<file path="config.mk">
export PLATFORM = sky130hd
export DESIGN_NAME = pattern_deadtime
export DESIGN_NICKNAME = d
export VERILOG_FILES = /design/src/rtl/pattern_deadtime.sv
export SDC_FILE = /design/constraint.sdc
export NUM_CORES = 1
export LEC_CHECK = 0
export BUFFER_PORTS_ARGS = -buffer_cell sky130_fd_sc_hd__buf_2
export CORE_ASPECT_RATIO = 1.2
export CORE_MARGIN = 2
export CORE_UTILIZATION = 50
export DETAILED_ROUTE_END_ITERATION = 8
export GPL_ROUTABILITY_DRIVEN = 0
export GPL_TIMING_DRIVEN = 0
export PLACE_DENSITY = 0.73
export SYNTH_ARGS = -nofsm -noshare
export SYNTH_HDL_FRONTEND = slang
export SYNTH_SLANG_ARGS = --single-unit
export TNS_END_PERCENT = 1
</file>
<file path="constraint.sdc">
create_clock -name clk -period 2.4 [get_ports clk]
set_input_delay 0.24 -clock clk [delete_from_list [all_inputs] [get_ports clk]]
set_output_delay 0.24 -clock clk [all_outputs]
set_load 0.01 [all_outputs]
</file>
<file path="src/rtl/pattern_deadtime.sv">
// Break-before-make output stage for the step-pattern sequencer.
// Latency: pure turn-off changes appear one edge after sampling. Turn-on bits appear DEAD_CYCLES edges after the
// turn-off bits have dropped. No input backpressure: a new pattern is accepted on any edge and retargets a dead interval.
module pattern_deadtime #(
  parameter int WIDTH       = 8,
  parameter int DEAD_CYCLES = 4,
  parameter int CNT_WIDTH   = 16
) (
  input  logic                 clk,
  input  logic                 reset,
  input  logic                 enable,
  input  logic [WIDTH-1:0]     pat_in,
  output logic [WIDTH-1:0]     pat_out,
  output logic                 busy,
  output logic [CNT_WIDTH-1:0] trans_cnt
);

  typedef enum logic {IDLE, DEAD} state_t;

  // Timer counts the remaining edges of the dead interval down to zero.
  // With no dead time configured, the reload value is unused.
  localparam bit         HAS_DEAD = (DEAD_CYCLES > 0);
  localparam logic [7:0] RELOAD   = HAS_DEAD ? 8'(DEAD_CYCLES - 1) : 8'd0;
  localparam logic [CNT_WIDTH-1:0] CNT_ONE = {{(CNT_WIDTH-1){1'b0}}, 1'b1};

  state_t           state, state_nxt;
  logic [WIDTH-1:0] target, target_nxt;
  logic [WIDTH-1:0] pat_nxt;
  logic [7:0]       timer, timer_nxt;
  logic             count_nxt;
  logic             change;
  logic             new_on;

  // A change is any difference from the committed target. New-on bits are
  // those requested high that the drivers are not already driving.
  assign change = (pat_in != target);
  assign new_on = |(pat_in & ~pat_out);

  // State register.
  always_ff @(posedge clk or posedge reset) begin
    if (reset) begin
      state <= IDLE;
    end else begin
      state <= state_nxt;
    end
  end

  // Next-state and next-datapath logic.
  // Retargets are handled identically in both states. Off bits drop at once.
  // Any remaining new-on bits (re)start the dead interval.
  always_comb begin
    state_nxt  = state;
    pat_nxt    = pat_out;
    target_nxt = target;
    timer_nxt  = timer;
    count_nxt  = 1'b0;
    if (!enable) begin
      state_nxt  = IDLE;
      pat_nxt    = '0;
      target_nxt = '0;
      timer_nxt  = 8'd0;
    end else if (change) begin
      target_nxt = pat_in;
      if (new_on && HAS_DEAD) begin
        pat_nxt   = pat_out & pat_in;
        timer_nxt = RELOAD;
        state_nxt = DEAD;
      end else begin
        pat_nxt   = pat_in;
        timer_nxt = 8'd0;
        state_nxt = IDLE;
        count_nxt = 1'b1;
      end
    end else begin
      case (state)
        DEAD: begin
          if (timer == 8'd0) begin
            pat_nxt   = target;
            state_nxt = IDLE;
            count_nxt = 1'b1;
          end else begin
            timer_nxt = timer - 8'd1;
          end
        end
        default: begin
          state_nxt = IDLE;
        end
      endcase
    end
  end

  // Output decode: busy comes straight off the state flop.
  always_comb begin
    busy = (state == DEAD);
  end

  // Datapath registers. The transition counter saturates at all-ones.
  always_ff @(posedge clk or posedge reset) begin
    if (reset) begin
      pat_out   <= '0;
      target    <= '0;
      timer     <= 8'd0;
      trans_cnt <= '0;
    end else begin
      pat_out <= pat_nxt;
      target  <= target_nxt;
      timer   <= timer_nxt;
      if (count_nxt && (trans_cnt != {CNT_WIDTH{1'b1}})) begin
        trans_cnt <= trans_cnt + CNT_ONE;
      end
    end
  end

endmodule

</file>
# Yosys cells after proc, flatten, opt, wreduce, memory -nomap -nowiden
# Index checks and enable logic that the tools add are counted.
[totals]
wordCells = 43
output_inout_bits = 25
register_bits = 41
[op_classes]
eq_ne = 6
reduce_logical = 5
bitwise_logic = 3
add_sub_neg = 2
n_mux = 22
[ops]
columns = ["cell", "count"]
rows = [
  ["2-to-1 mux 8 bit", 11],
  ["adder 16 x 1 -> 16 bit, second input constant", 1],
  ["AND 8 bit", 2],
  ["!= test 16 bit, second input constant", 1],
  ["2-to-1 mux 1 bit", 10],
  ["zero test 8 bit", 1],
  ["!= test 8 bit", 1],
  ["NOT 8 bit", 1],
  ["OR reduction 8 bit", 1],
  ["subtractor 8 x 1 -> 8 bit, second input constant", 1],
  ["!= test 3 x 1 -> 1 bit, second input constant", 2],
  ["AND reduction 2 bit", 2],
  ["!= test 3 bit, second input constant", 1],
  ["2-to-1 mux 2 bit", 1],
  ["!= test 2 x 1 -> 1 bit, second input constant", 1],
  ["logical AND 1 bit", 1],
]

# Longest topological paths before layout
[depth]
depth_word = 7
ltp_mapped = 9
depth_no_buf = 8

# Worst setup path before layout
# No wires, ideal clock.
[synth_timing]
kind = "register -> register"
start = "register timer[4]"
end = "register trans_cnt[8]"
setup_slack_ps = -220
path_stages_with_launch = 7
synth_period_minus_slack_ps = 2620
n_path_buf = 0
arrival_time_ps = 2495
setup_ps = 125
path_cell_list = "dfrtp_1 > or4_4 > or4_4 > nor3_4 > o21ai_4 > nor4_1 > mux2_2"
[synth_via]
elab_chain_len = 6
[synth_lines]
columns = ["element", "line", "text"]
rows = [
  ["from (decl)", "29", "logic [7:0] timer, timer_nxt;"],
  ["from (signal assigned)", "107", "timer <= timer_nxt;"],
  ["zero test 8 bit", "77", "if (timer == 8'd0) begin"],
  ["2-to-1 mux 1 bit", "77", ""],
  ["2-to-1 mux 1 bit", "75", "case (state)"],
  ["2-to-1 mux 1 bit", "62", "end else if (change) begin"],
  ["2-to-1 mux 1 bit", "57", "if (!enable) begin"],
  ["logical AND 1 bit", "108", "if (count_nxt && (trans_cnt != {CNT_WIDTH{1'b1}})) begin"],
  ["to (signal assigned)", "109", "trans_cnt <= trans_cnt + CNT_ONE;"],
  ["to (decl)", "15", "output logic [CNT_WIDTH-1:0] trans_cnt"],
]
# No other way between the ends.
# A chain may end at the register's enable or synchronous reset.

# Worst setup path in the final report
[layout_timing]
start = "register timer[2]"
end = "register trans_cnt[8]"
# The elaborated chain is that of the path after synthesis.

==> results by group <==
Clock network
  – Clock sinks: 41
  – Max Root-Sink Buffers: 2
  – Clock latency on the worst-skew pair: 0.29 ns
  – CTS buffer count: 5
  – CTS tree: built
  – H-tree depth: 2
  – Root Buffer: clkbuf_8
  – Clock slew at reported path FFs: 0.07 ns

Floorplan
  – Placement row count: 25
  – Die height: 74.6 um
  – Initial core utilization: 52.3%
  – # IOs: 36
  – Die area: 4690 sq um
  – Core ar.: 3970 sq um
  – Die width: 62.9 um

Critical path
  – Arrival @ worst endpoint: 2.66 ns
  – FF-to-FF End: trans_cnt[8]
  – Slowest stage delay, CP: 0.50 ns
  – Crit Path Class: reg -> reg
  – Worst setup SP type: flip-flop
  – Critical path's slowest cell: or4_4
  – Register-to-register setup slack: -0.08 ns
  – Required time of the critical path: 2.57 ns
  – CP bufs+invs: 0
  – FF-to-FF Start: timer[2]
  – Crit-path max FO: 7
  – Cell Chain, Critical Path: or4_4 > or4_4 > nor3_4 > o21ai_4 > nor4_2 > mux2_2
  – CP delay by family, top: simple AND/OR/NAND/NOR gates
  – FF-to-FF path depth: 6
  – Most used cell, CP: or4_4
  – CP Capture Type: flip-flop

Drt
  – DRT Wirelength: 4120 um
  – Iter 0 DRT Violations: 35
  – First drt pass iteration count: 4
  – Via/cell ratio: 5.22
  – WL/cell: 13.5 um
  – # DRC: 0
  – DRT antenna net count: 0
  – Via count: 1,593

Run status
  – Failing checks: negative setup slack
  – Outcome: finished, violations left

Timing
  – Fin crit period: 2.48 ns
  – Slew @ Worst Pin: 0.839 ns
  – Post-route setup TNS: -0.0846 ns
  – Clk_skew: 0.00787 ns
  – Hold Slack: 0.116 ns
  – Post-route setup slack: -0.0846 ns
  – Max Fclk: 402 MHz
  – Final setup vio count: 1
  – RSZ-0062 raised after global routing: true
  – Pins Over Slew Limit: 0
  – Tcrit/Tclk final: 104%
  – Final Hold Viols: 0
  – Slew Limit Headroom: 44.0%

Global routing
  – First-pass GRT wire length: 7040 um
  – GR Layer Usage met2: 35.6%
  – Vias in the first global route: 1,562
  – All-layer global routing usage: 19.1%
  – Initial antenna violation count: 0
  – Met3 Use GR: 4.19%
  – GR peak layer: met2
  – Largest net degree at the start of global routing: 42
  – Total congestion overflow: 0
  – Met1 Resource Use GR: 22.2%

Cells and area
  – Post-route design area: 2480 sq um
  – Share of layout cells above drive strength 1: 25.9%
  – Layout area overhead: 19.5%
  – Commonest non-fill, non-tap cell in the layout: dfrtp_1
  – Most frequent cells in the layout: 41 x dfrtp_1, 35 x buf_2, 20 x nor2_1, 20 x nand2_1, 16 x xnor2_1
  – Diodes inserted: 0
  – # nets final: 265
  – Non-filler cells, final: 305
  – Final core utilization: 62.5%

Synth
  – Synth unique cells: 33
  – Syn_area_per_cell: 10.1 sq um
  – Synth Cell Area: 2080 sq um
  – Share of the synthesized area in the top cell type: 49.4%
  – Synth Register Bits: 41
  – Post-synthesis cell count: 205
  – Synthesis warning total: 0
  – Syn_nets: 219
  – Register area share after synthesis: 49.4%
  – Dominant cells by area after synthesis: dfrtp_1 49%, xnor2_1 6.7%, xor2_1 4.2%
  – Area leader, netlist: dfrtp_1

Hold path
  – Hold WC Path Type: in -> async

Pwr
  – Pwr dens: 506 nW/um^2
  – Sequential Power Share: 56.9%
  – Switching part of the total: 22.7%
  – Comb pwr share: 7.5%
  – Net switching power: 0.286 mW
  – P_int: 0.972 mW
  – Overall Power: 1.26 mW
  – Clk pwr share: 35.6%
  – Leakage: 1.17 nW
  – Peak VDD IR: 0.000333 V

Placed design
  – Pre-CTS setup slack: -0.364 ns
  – Post-placement cell area: 2330 sq um
  – Final HPWL DP: 2810 um
  – Dpl cells: 293
  – I/O Buffers: 34

Run
  – Max_cap viols: 0
==> power groups by stage <==
stage,Combinational [mW],Clock (mW),Sequential (mW)
floorplan,0.0636,0,0.729
global placement,0.0949,0,0.728
detailed placement,0.0958,0,0.728
CTS,0.0970,0.459,0.715
global route,0.108,0.490,0.717
finish,0.0949,0.448,0.715
==> timing repair <==
action,CTS,global route
hold buffers,0,0
gates resized for setup,1,5
pin swaps,4,2
setup buffers,5,0
setup endpoints to repair,16,10
==> Yosys cell counts, drive strengths merged <==
cell / count
o211a: 1
o41ai: 1
or4: 3
or2: 1
nor4: 4
a2111oi: 2
xnor2: 16
nand3: 8
ha: 3
a21boi: 8
a21oi: 5
a211oi: 1
nand2: 20
nor2: 20
nor4b: 1
nand4: 4
buf: 2
and2: 9
mux2: 4
nor3: 6
a41oi: 1
clkbuf: 2
o21ai: 11
nor2b: 8
inv: 9
nand2b: 4
xor2: 10
dfrtp: 41
==> per-layer routing <==
layer  wire length (um)  share of wire, %
met1               1880                46
met2               2020                49
met3                160               3.9
met4                 59               1.4
met5                  0                 0
==> final cells by class <==
type	instances	area, sq um
repair buffers	39	208
inverters	9	33.8
multi-input cells	151	1040
fillers	366	1490
plain buffers	4	23.8
well taps	54	67.6
flip-flops and latches	41	1030
clock buffers	7	86.3
==> cells by family after synthesis <==
group                    after synthesis  share of synthesized area, %
buffers and inverters                 13                          2.77
multiplexers                           4                          2.17
flip-flops                            41                          49.4
XOR/XNOR                              26                          11.0
AO/OA/AOI/OAI                         30                          10.2
adder cells (fa/ha/maj)                3                          1.81
AND/OR/NAND/NOR                       88                          22.8
==> registers in the layout, indices dropped and copies added (netlist names) <==
name	count
busy	1
target	8
trans_cnt	16
timer	8
pat_out	8
==> how the worst max path moves through the flow <==
stage	startpoint	end	cells after the start
floorplan	timer[5]	trans_cnt[8]	6
global placement	timer[5]	trans_cnt[8]	6
detailed placement	timer[5]	trans_cnt[8]	6
CTS	timer[4]	trans_cnt[8]	6
global route	timer[4]	trans_cnt[8]	6
finish	timer[2]	trans_cnt[8]	6
Power figures use the tool's default switching activity.
